$ cat config.mk
export PLATFORM = sky130hd
export DESIGN_NAME = centroid_detect_flat
export DESIGN_NICKNAME = d
export VERILOG_FILES = /design/src/rtl/centroid_detect_if.sv /design/src/rtl/centroid_detect.sv /design/src/flat_wrapper.sv
export SDC_FILE = /design/constraint.sdc
export NUM_CORES = 1
export LEC_CHECK = 0
export ABC_AREA = 1
export BUFFER_PORTS_ARGS = -buffer_cell sky130_fd_sc_hd__buf_2
export CORE_MARGIN = 1
export CORE_UTILIZATION = 45
export CTS_BUF_LIST = sky130_fd_sc_hd__clkbuf_4 sky130_fd_sc_hd__clkbuf_8 sky130_fd_sc_hd__clkbuf_16
export DETAILED_ROUTE_END_ITERATION = 16
export SLEW_MARGIN = 0
export SYNTH_ARGS = -nofsm -noshare
export SYNTH_HDL_FRONTEND = slang
export SYNTH_SLANG_ARGS = --single-unit
$ cat constraint.sdc
create_clock -name PClk -period 2.17 [get_ports PClk]
set_clock_uncertainty 0.2 [all_clocks]
set_input_delay 0.434 -clock PClk [delete_from_list [all_inputs] [get_ports PClk]]
set_output_delay 0.434 -clock PClk [all_outputs]
set_load 0.05 [all_outputs]
$ cat src/rtl/centroid_detect_if.sv
// Pixel-stream / centroid-result bundle for centroid_detect.
// master drives video timing + binary pixel, slave returns centroid results.
interface centroid_detect_if;
  logic        Binary_in;
  logic [11:0] VtcHCnt;
  logic [10:0] VtcVCnt;
  logic [11:0] center_h;
  logic [10:0] center_v;
  logic        center_valid;
  logic        ball_found;

  modport master (
    output Binary_in, VtcHCnt, VtcVCnt,
    input  center_h, center_v, center_valid, ball_found
  );

  modport slave (
    input  Binary_in, VtcHCnt, VtcVCnt,
    output center_h, center_v, center_valid, ball_found
  );
endinterface

$ cat src/rtl/centroid_detect.sv
// Per-frame centroid of a thresholded ball: accumulate, then serial divide.
// Optional macro CENTROID_SMOOTH_EN averages consecutive found centres.
module centroid_detect #(
  parameter int H_ACTIVE   = 320,
  parameter int V_ACTIVE   = 240,
  parameter int MIN_PIXELS = 16
) (
  input logic              PClk,
  input logic              RstN,
  centroid_detect_if.slave pix_if
);
  localparam logic [11:0] H_LIM   = 12'(H_ACTIVE);
  localparam logic [10:0] V_LIM   = 11'(V_ACTIVE);
  localparam logic [10:0] V_LAST  = 11'(V_ACTIVE - 1);
  localparam logic [16:0] MIN_CNT = 17'(MIN_PIXELS);

  typedef enum logic [1:0] {IDLE, DIV_H, DIV_V, DONE} state_t;
  state_t state, next_state;

  logic [10:0] prev_v;
  logic [31:0] sum_h, sum_v;
  logic [16:0] count;
  logic [31:0] snap_sum_v;
  logic [16:0] snap_count;
  logic [31:0] div_q;
  logic [16:0] div_rem;
  logic [4:0]  bit_cnt;
  logic [11:0] quot_h;
  logic        pix_hit, eof, found;
  logic [17:0] trial, diff;
  logic        trial_ge;
  logic [16:0] rem_next;
  logic [31:0] q_next;

  assign pix_hit = pix_if.Binary_in && (pix_if.VtcHCnt < H_LIM) && (pix_if.VtcVCnt < V_LIM);
  assign eof     = (prev_v == V_LAST) && (pix_if.VtcVCnt != V_LAST);
  assign found   = (snap_count >= MIN_CNT) && (snap_count != '0);

  // One restoring-division step; div_q shifts dividend out and quotient in.
  assign trial    = {div_rem, div_q[31]};
  assign diff     = trial - {1'b0, snap_count};
  assign trial_ge = trial >= {1'b0, snap_count};
  assign rem_next = trial_ge ? diff[16:0] : trial[16:0];
  assign q_next   = {div_q[30:0], trial_ge};

  // The EOF cycle's own pixel seeds the next frame's accumulators.
  always_ff @(posedge PClk or negedge RstN) begin
    if (!RstN) begin
      prev_v <= '0;
      sum_h  <= '0;
      sum_v  <= '0;
      count  <= '0;
    end else begin
      prev_v <= pix_if.VtcVCnt;
      if (eof) begin
        sum_h <= pix_hit ? {20'd0, pix_if.VtcHCnt} : '0;
        sum_v <= pix_hit ? {21'd0, pix_if.VtcVCnt} : '0;
        count <= pix_hit ? 17'd1 : '0;
      end else if (pix_hit) begin
        sum_h <= sum_h + {20'd0, pix_if.VtcHCnt};
        sum_v <= sum_v + {21'd0, pix_if.VtcVCnt};
        count <= count + 17'd1;
      end
    end
  end

  always_ff @(posedge PClk or negedge RstN) begin
    if (!RstN) state <= IDLE;
    else       state <= next_state;
  end

  always_comb begin
    next_state = state;
    case (state)
      IDLE:    if (eof) next_state = DIV_H;
      DIV_H:   if (bit_cnt == 5'd31) next_state = DIV_V;
      DIV_V:   if (bit_cnt == 5'd31) next_state = DONE;
      DONE:    next_state = IDLE;
      default: next_state = IDLE;
    endcase
  end

  // EOFs outside IDLE are ignored here, so a running division is never disturbed.
  always_ff @(posedge PClk or negedge RstN) begin
    if (!RstN) begin
      snap_sum_v <= '0;
      snap_count <= '0;
      div_q      <= '0;
      div_rem    <= '0;
      bit_cnt    <= '0;
      quot_h     <= '0;
    end else begin
      case (state)
        IDLE: begin
          if (eof) begin
            div_q      <= sum_h;
            div_rem    <= '0;
            snap_sum_v <= sum_v;
            snap_count <= count;
            bit_cnt    <= '0;
          end
        end
        DIV_H: begin
          bit_cnt <= bit_cnt + 5'd1;
          if (bit_cnt == 5'd31) begin
            quot_h  <= q_next[11:0];
            div_q   <= snap_sum_v;
            div_rem <= '0;
          end else begin
            div_q   <= q_next;
            div_rem <= rem_next;
          end
        end
        DIV_V: begin
          bit_cnt <= bit_cnt + 5'd1;
          div_q   <= q_next;
          div_rem <= rem_next;
        end
        default: ;
      endcase
    end
  end

`ifdef CENTROID_SMOOTH_EN
  logic [12:0] avg_h;
  logic [11:0] avg_v;
  assign avg_h = {1'b0, pix_if.center_h} + {1'b0, quot_h} + 13'd1;
  assign avg_v = {1'b0, pix_if.center_v} + {1'b0, div_q[10:0]} + 12'd1;
`endif

  // Results register out of DONE, so center_valid lands the cycle after it.
  always_ff @(posedge PClk or negedge RstN) begin
    if (!RstN) begin
      pix_if.center_h     <= 12'hFFF;
      pix_if.center_v     <= 11'h7FF;
      pix_if.center_valid <= 1'b0;
      pix_if.ball_found   <= 1'b0;
    end else begin
      pix_if.center_valid <= (state == DONE);
      if (state == DONE) begin
        if (found) begin
`ifdef CENTROID_SMOOTH_EN
          if (pix_if.ball_found) begin
            pix_if.center_h <= avg_h[12:1];
            pix_if.center_v <= avg_v[11:1];
          end else begin
            pix_if.center_h <= quot_h;
            pix_if.center_v <= div_q[10:0];
          end
`else
          pix_if.center_h <= quot_h;
          pix_if.center_v <= div_q[10:0];
`endif
          pix_if.ball_found <= 1'b1;
        end else begin
          pix_if.center_h   <= 12'hFFF;
          pix_if.center_v   <= 11'h7FF;
          pix_if.ball_found <= 1'b0;
        end
      end
    end
  end
endmodule

$ cat src/flat_wrapper.sv
// flat-port wrapper written by rule: the top's interface ports become plain ports
module centroid_detect_flat 
#(
  parameter int H_ACTIVE   = 320,
  parameter int V_ACTIVE   = 240,
  parameter int MIN_PIXELS = 16
)
  (PClk, RstN, pix_if_Binary_in, pix_if_VtcHCnt, pix_if_VtcVCnt, pix_if_center_h, pix_if_center_v, pix_if_center_valid, pix_if_ball_found);
  centroid_detect_if pix_if_i ();
  input logic PClk;
  input logic RstN;
  input wire logic [$bits(pix_if_i.Binary_in)-1:0] pix_if_Binary_in;
  input wire logic [$bits(pix_if_i.VtcHCnt)-1:0] pix_if_VtcHCnt;
  input wire logic [$bits(pix_if_i.VtcVCnt)-1:0] pix_if_VtcVCnt;
  output wire logic [$bits(pix_if_i.center_h)-1:0] pix_if_center_h;
  output wire logic [$bits(pix_if_i.center_v)-1:0] pix_if_center_v;
  output wire logic [$bits(pix_if_i.center_valid)-1:0] pix_if_center_valid;
  output wire logic [$bits(pix_if_i.ball_found)-1:0] pix_if_ball_found;
  assign pix_if_i.Binary_in = pix_if_Binary_in;
  assign pix_if_i.VtcHCnt = pix_if_VtcHCnt;
  assign pix_if_i.VtcVCnt = pix_if_VtcVCnt;
  assign pix_if_center_h = pix_if_i.center_h;
  assign pix_if_center_v = pix_if_i.center_v;
  assign pix_if_center_valid = pix_if_i.center_valid;
  assign pix_if_ball_found = pix_if_i.ball_found;
  centroid_detect #(.H_ACTIVE(H_ACTIVE), .V_ACTIVE(V_ACTIVE), .MIN_PIXELS(MIN_PIXELS)) u_core (.PClk(PClk), .RstN(RstN), .pix_if(pix_if_i));
endmodule
==> out/results.ini, run 1 <==
[placement]
routabilityCongestion = 0.984
dp_hpwl_mm = 30.3
numPlacedInstances = 2505
port-buffer-count = 50

[cts]
cts.htree.levels = 1
cts_buffers = 27
clock_sinks = 234
cts_tree = done
cts_buffer_depth = 3
cts_root_buffer = clkbuf_16
cts.reportedPaths.clkPinSlew_ns = 0.06
clk_latency_ns = 0.55

[die]
dieWidth_um = 179
start_util_pct = 45.8
io_pins = 51
core_um2 = 30700
fp.dieArea_um2 = 31900
rows = 64
dieHeight_um = 179

[global_routing]
grt_pass1_vias = 12600
grt-ovfl-total = 0
grt_pass1_wl_mm = 65.6
grt_start_max_net_pins = 62
grt_usage_pct = 26.0
antenna_found_initial = 1

[synthesis]
syn-instance-count = 1950
synth_mux_area_share_pct = 0
synth_area_leaders = dfrtp_1 38%, nand2_1 15%, inv_1 7.1%, nor2_1 5.4%, nand3_1 5.4%
ys_seq_area_share_pct = 41.9
synthXorXnorAreaFrac_pct = 1.44
synth_cell_types = 45
ys.warnings.count = 0
async_reset_ff_share_pct = 100
synthAdderAreaFrac_pct = 4.80
synth_area_um2 = 14000
syn-num-nets = 2028
synth_edf_count = 0
netlist.area_leader.share_pct = 37.6
yosys.area.top_type = dfrtp_1
ys.flop_type = dfrtp_1
avgSynthCellArea_um2 = 7.20
yosysMostFrequentCell = nand2_1
synth.top_cells.by_count = 577 x nand2_1, 264 x inv_1, 211 x dfrtp_1
synth_top_family_by_area = simple AND/OR/NAND/NOR gates
synth-simple-area-share_pct = 31.2
yosys_register_bits = 234
synth-compound-area-share_pct = 10.5

[layout]
diodes = 0
nNetsFinal = 2267
fillers = 2770
drive_gt1_share_pct = 24.1
final_cells = 2605
area_delta_synth_final_pct = 30.6

[routing]
dr.pass1.iters = 6
drtIter0Drc = 973
postRouteAntennaNets = 0
totalWireLength_mm = 42.7
via_count = 13700
wl_per_cell_um = 16.4
post-route-drc-count = 0
viasPerCell = 5.24

[critical_path]
crit_arrival_ns = 2.50
worst_setup_path_end_kind = flip-flop
worst-r2r-cell-count = 14
start_kind = flip-flop
path_max_fanout = 6
worstPathRequired_ns = 2.44
crit_type = reg -> reg
reg2reg_slack_ns = -0.06

[sta]
period_needed_ns = 2.23
hold_ws_ns = 0.0532
max-slew-margin-rel_pct = 64.4
finalHoldViolations = 0
min_period_over_period_pct = 103
drv_slew = 0
final.setup.worst_slack_ns = -0.0611
tightest_slew_ns = 0.531
rsz0062_at_grt = yes
fmax_ghz = 0.448
final-setup-viol-count = 13

[status]
status = finished, violations left
violations = setup timing

[job]
drv_cap = 0

[worst_hold_path]
hold_depth = 3
hp-class = in -> reg

[power]
max-vdd-ir-drop_v = 0.000838
power.density_nw_per_um2 = 1160
p_leak_uw = 0.00941

==> sequential cells by signal, indices dropped and copies added (netlist names) <==
register and flops:
u_core.snap_count 17, u_core.div_rem 17, u_core.state 2, u_core.pix_if.center_h 12, u_core.sum_h 32, u_core.pix_if.center_valid 1, u_core.pix_if.ball_found 1, u_core.sum_v 32
u_core.count 17, u_core.bit_cnt 5, u_core.prev_v 11, u_core.pix_if.center_v 11, u_core.quot_h 12, u_core.div_q 32, u_core.snap_sum_v 32
==> area by class of cell <==
cell class	count	area [um2]	area share, %
Multi-Input combinational cell	1381	7610	41.5
Sequential cell	234	5890	32.1
Timing Repair Buffer	274	2350	12.8
Inverter	270	1040	5.65
Clock buffer	36	815	4.44
Tap cell	396	495	2.70
Clock inverter	13	125	0.682
Timing Repair inverter	1	16.3	0.0887
==> layout by cell type (no fill, tap or decap), types with 4 or more instances in the layout <==
cell type | Yosys | final
nand4_1 | 31 | 31
nand2_4 | 5 | 17
dfrtp_1 | 211 | 209
xor2_1 | 12 | 12
nand3_1 | 151 | 128
nand2_2 | 5 | 51
nand3_2 | 3 | 24
nor2_1 | 203 | 185
inv_2 | 5 | 20
o21ai_0 | 66 | 62
a21oi_1 | 60 | 54
nand2_1 | 577 | 518
dlygate4sd3_1 | 0 | 15
inv_1 | 264 | 246
clkinv_2 | 0 | 8
o21ai_1 | 75 | 75
o211ai_1 | 26 | 26
nand3b_1 | 5 | 5
buf_2 | 19 | 48
clkbuf_16 | 0 | 35
nor2_4 | 1 | 8
ha_4 | 0 | 27
buf_6 | 12 | 6
dfstp_2 | 23 | 23
xnor2_1 | 11 | 8
ha_2 | 0 | 6
nor3_1 | 38 | 36
a31oi_1 | 26 | 26
buf_4 | 12 | 177
o21ai_2 | 0 | 4
a21oi_2 | 0 | 6
o221ai_1 | 5 | 5
buf_12 | 0 | 20
ha_1 | 49 | 16
nor3_2 | 5 | 5
nor2_2 | 4 | 15
==> worst max-delay path, stage by stage (launching register included) <==
cell	delay, ns
dfrtp_1	0.36
ha_2	0.19
inv_2	0.04
fa_2	0.40
inv_2	0.09
nand3_2	0.10
nand2_4	0.11
nand2_2	0.07
nand2_2	0.07
nand3_2	0.09
nand2_4	0.13
nand3_2	0.09
nand2_1	0.08
nand2_1	0.04
nor2_1	0.10
==> path summary, 6_finish.rpt <==
path                                       startpoint                         to
worst min-delay path                pix_if_VtcVCnt[6]            u_core.sum_v[6]
worst min register to register  u_core.snap_sum_v[12]      u_core.snap_sum_v[12]
min in group asynchronous                        RstN         u_core.div_rem[16]
worst max register to register        u_core.sum_v[0]           u_core.sum_v[18]
worst max-delay path                  u_core.sum_v[0]           u_core.sum_v[18]
max in group asynchronous                        RstN  u_core.pix_if.center_v[9]
==> layer usage <==
metal | global-route usage [%] | vias up | wire length (um)
met5 | 0 | - | 11
met3 | 2.56 | 58 | 2140
met1 | 39.5 | 6481 | 20700
met4 | 5.33 | 2 | 815
met2 | 39.9 | 392 | 19000
li1 | - | 6728 | -
==> logic make-up (layout without fill, tap and decap cells) <==
group           after synthesis  after routing
flops                       234            234
buf+inv                     335            594
compound gates              267            267
xor+xnor                     23             23
fa+ha+maj                    52             52
simple gates               1039           1039
==> timing repair <==
action                     CTS  global route
pin swaps                    1            77
setup endpoints to repair   34           100
hold buffers                16             0
setup buffers                2            28
hold endpoints to repair   183             0
gates resized for setup     16           207
cloned                       0             6
==> per-stage QoR <==
stage / TNS [ns] / util, % / instance area, um2 / setup slack (ns) / total power, uW
after global routing: -3.25 / 59.8 / 18300 / -0.242 / 22700
after CTS: 0 / 55.7 / 17100 / 0.00172 / 19800
after floorplan: 0 / - / 14000 / 0.00446 / 11900
final: -0.313 / 59.8 / 18300 / -0.0611 / 21400
after global placement: -7.37 / 51.9 / 15900 / -0.228 / 14700
after detailed placement: -9.91 / 51.9 / 15900 / -0.286 / 14800
==> report_power, final <==
part	switching [uW]	total, uW	internal (uW)
Sequential	519	5870	5350
Clock	1910	4780	2880
Combinational	6550	10700	4160
Total	8970	21400	12400
Note: power is estimated with default switching activity, not from simulation.
==> run 2, diff against run 1 <==
==> constraint.sdc (replaced) <==
create_clock -name PClk -period 2.4 [get_ports PClk]
set_clock_uncertainty 0.2 [all_clocks]
set_input_delay 0.48 -clock PClk [delete_from_list [all_inputs] [get_ports PClk]]
set_output_delay 0.48 -clock PClk [all_outputs]
set_load 0.05 [all_outputs]
==> out/results.ini, run 2 (synthesis results as in run 1) <==
[status]
status = finished, final reports clean

[critical_path]
slowest_stage = dlygate4sd3_1
crit_path_frequent_cell = nand2_4
crit_type = in -> reg
critPathTopFamily = buffers and inverters
start_kind = primary input
path_max_fanout = 29  ; +23
crit_path_cell_trace = dlygate4sd3_1 -> buf_2 -> buf_4 -> nand2_1 -> nor3_2 -> nand3b_1 -> nand2_4 -> nand2_4 -> nand2_4 -> inv_6 -> buf_12 -> nor2_1 -> a31oi_1
path_buf_inv = 5  ; +3
worstPathRequired_ns = 2.65  ; +0.21 ns
worst_setup_path_end_kind = flip-flop
cpPeakStageDelay_ns = 0.53  ; +0.13 ns
crit_arrival_ns = 2.55  ; +0.05 ns

[die]
dieWidth_um = 179  ; unchanged
io_pins = 51  ; unchanged
fp.dieArea_um2 = 31900  ; unchanged
core_um2 = 30700  ; unchanged
rows = 64  ; unchanged
dieHeight_um = 179  ; unchanged
start_util_pct = 45.8  ; unchanged

[worst_hold_path]
hp-class = in -> reg

[cts]
cts_buffers = 28  ; +3.7%
cts.reportedPaths.clkPinSlew_ns = 0.06  ; about the same
cts.htree.levels = 1  ; unchanged
cts_buffer_depth = 3  ; unchanged
cts_root_buffer = clkbuf_16
clock_sinks = 234  ; unchanged
clk_latency_ns = 0.55  ; about the same
cts_tree = done

[power]
p_total_uw = 17400  ; -18%
p_leak_uw = 0.00858  ; -8.8%
power.density_nw_per_um2 = 1050  ; -9.6%
max-vdd-ir-drop_v = 0.000515  ; -39%

[placement]
dp_hpwl_mm = 29.6  ; -2.1%
routabilityCongestion = 0.973  ; -1.2%
numPlacedInstances = 2413  ; -3.7%
port-buffer-count = 50  ; unchanged

[global_routing]
grt_usage_pct = 25.5  ; -0.56 points
grt_pass1_vias = 12300  ; -2.7%
antenna_found_initial = 0  ; -1
grt_start_max_net_pins = 61  ; -1.6%
grt-ovfl-total = 0  ; unchanged
grt_pass1_wl_mm = 63.8  ; -2.8%

[sta]
rsz0062_at_grt = no
final-setup-viol-count = 0  ; -13
tightest_slew_ns = 0.554  ; +0.0233 ns
max-slew-margin-rel_pct = 62.7  ; -1.7 points
min_period_over_period_pct = 95.7
drv_slew = 0  ; unchanged
fmax_ghz = 0.435
period_needed_ns = 2.30
finalHoldViolations = 0  ; unchanged

[job]
drv_cap = 0  ; unchanged

[routing]
totalWireLength_mm = 39.7  ; -6.9%
wl_per_cell_um = 16.0  ; -2.4%
dr.pass1.iters = 6  ; unchanged
viasPerCell = 5.22  ; -0.53%
post-route-drc-count = 0  ; unchanged
drtIter0Drc = 924  ; -5.0%
postRouteAntennaNets = 0  ; unchanged
via_count = 13000  ; -5.1%

[layout]
fin_util_pct = 54.0  ; -5.8 points
fillers = 3019  ; +9.0%
layout_commonest_cell = nand2_1
final_cells = 2485  ; -4.6%
diodes = 0  ; unchanged
nNetsFinal = 2145  ; -5.4%
final_cell_mix = 566 x nand2_1, 261 x inv_1, 211 x dfrtp_1
drive_gt1_share_pct = 13.7  ; -10 points
area_delta_synth_final_pct = 18.0

run 2: layout make-up:
type,instances,area (um2),share of cell area [%]
multi-input combinational,1381,6910,41.7
tap,396,495,2.99
timing repair buffer,152,1310,7.90
inverter,270,1020,6.16
sequential,234,5880,35.5
clock buffer,33,768,4.64
clock inverter,19,174,1.05
run 2: report_power, final:
part	internal, uW	switching, uW	leakage [uW]
Clock	2520	1790	0.000456
Combinational	2640	5170	0.00531
Sequential	4830	468	0.00282
run 2: worst reg2reg max path, stage by stage, from the launching register on:
cell	delay (ns)
dfrtp_1	0.39
ha_1	0.18
inv_1	0.05
nor3_1	0.22
ha_2	0.24
nand2_1	0.08
inv_2	0.13
buf_12	0.16
nand2_1	0.07
nor2_1	0.14
o21ai_0	0.15
o211ai_1	0.13
run 2: repair_timing:
item	CTS	global route
buffers inserted	0	5
resized for setup	0	53
hold buffers	14	0
endpoints found under the hold margin	57	0
setup endpoints to repair	0	74
run 2: final timing paths:
kind	end	from	cells after the start	slack, ns
setup / recovery	u_core.div_q[30]	pix_if_VtcVCnt[3]	13	0.10
hold / removal	u_core.sum_h[7]	pix_if_VtcHCnt[7]	3	0.04
setup reg to reg	u_core.div_q[3]	u_core.bit_cnt[0]	11	0.17
hold reg to reg	u_core.snap_sum_v[10]	u_core.snap_sum_v[10]	2	0.28
max in group asynchronous	u_core.snap_sum_v[19]	RstN	3	1.08
min in group asynchronous	u_core.div_rem[16]	RstN	2	0.22
run 2: metal layers:
layer	wire [um]	up-vias	global-route usage [%]
li1	-	6489	-
met1	19700	6078	37.9
met2	17100	337	38.9
met3	2040	59	2.98
met4	921	0	6.81
met5	0	-	0
run 2: metrics by stage:
stage                     instance area (um2)  setup slack, ns  TNS [ns]  hold slack [ns]
after floorplan                         14000            0.162         0          -0.0156
after global placement                  15200           -0.110    -0.574            0.213
after detailed placement                15200           -0.190     -1.30            0.218
after CTS                               16300           0.0186         0           0.0110
after global routing                    16600          0.00358         0           0.0580
final                                   16600            0.104         0           0.0365
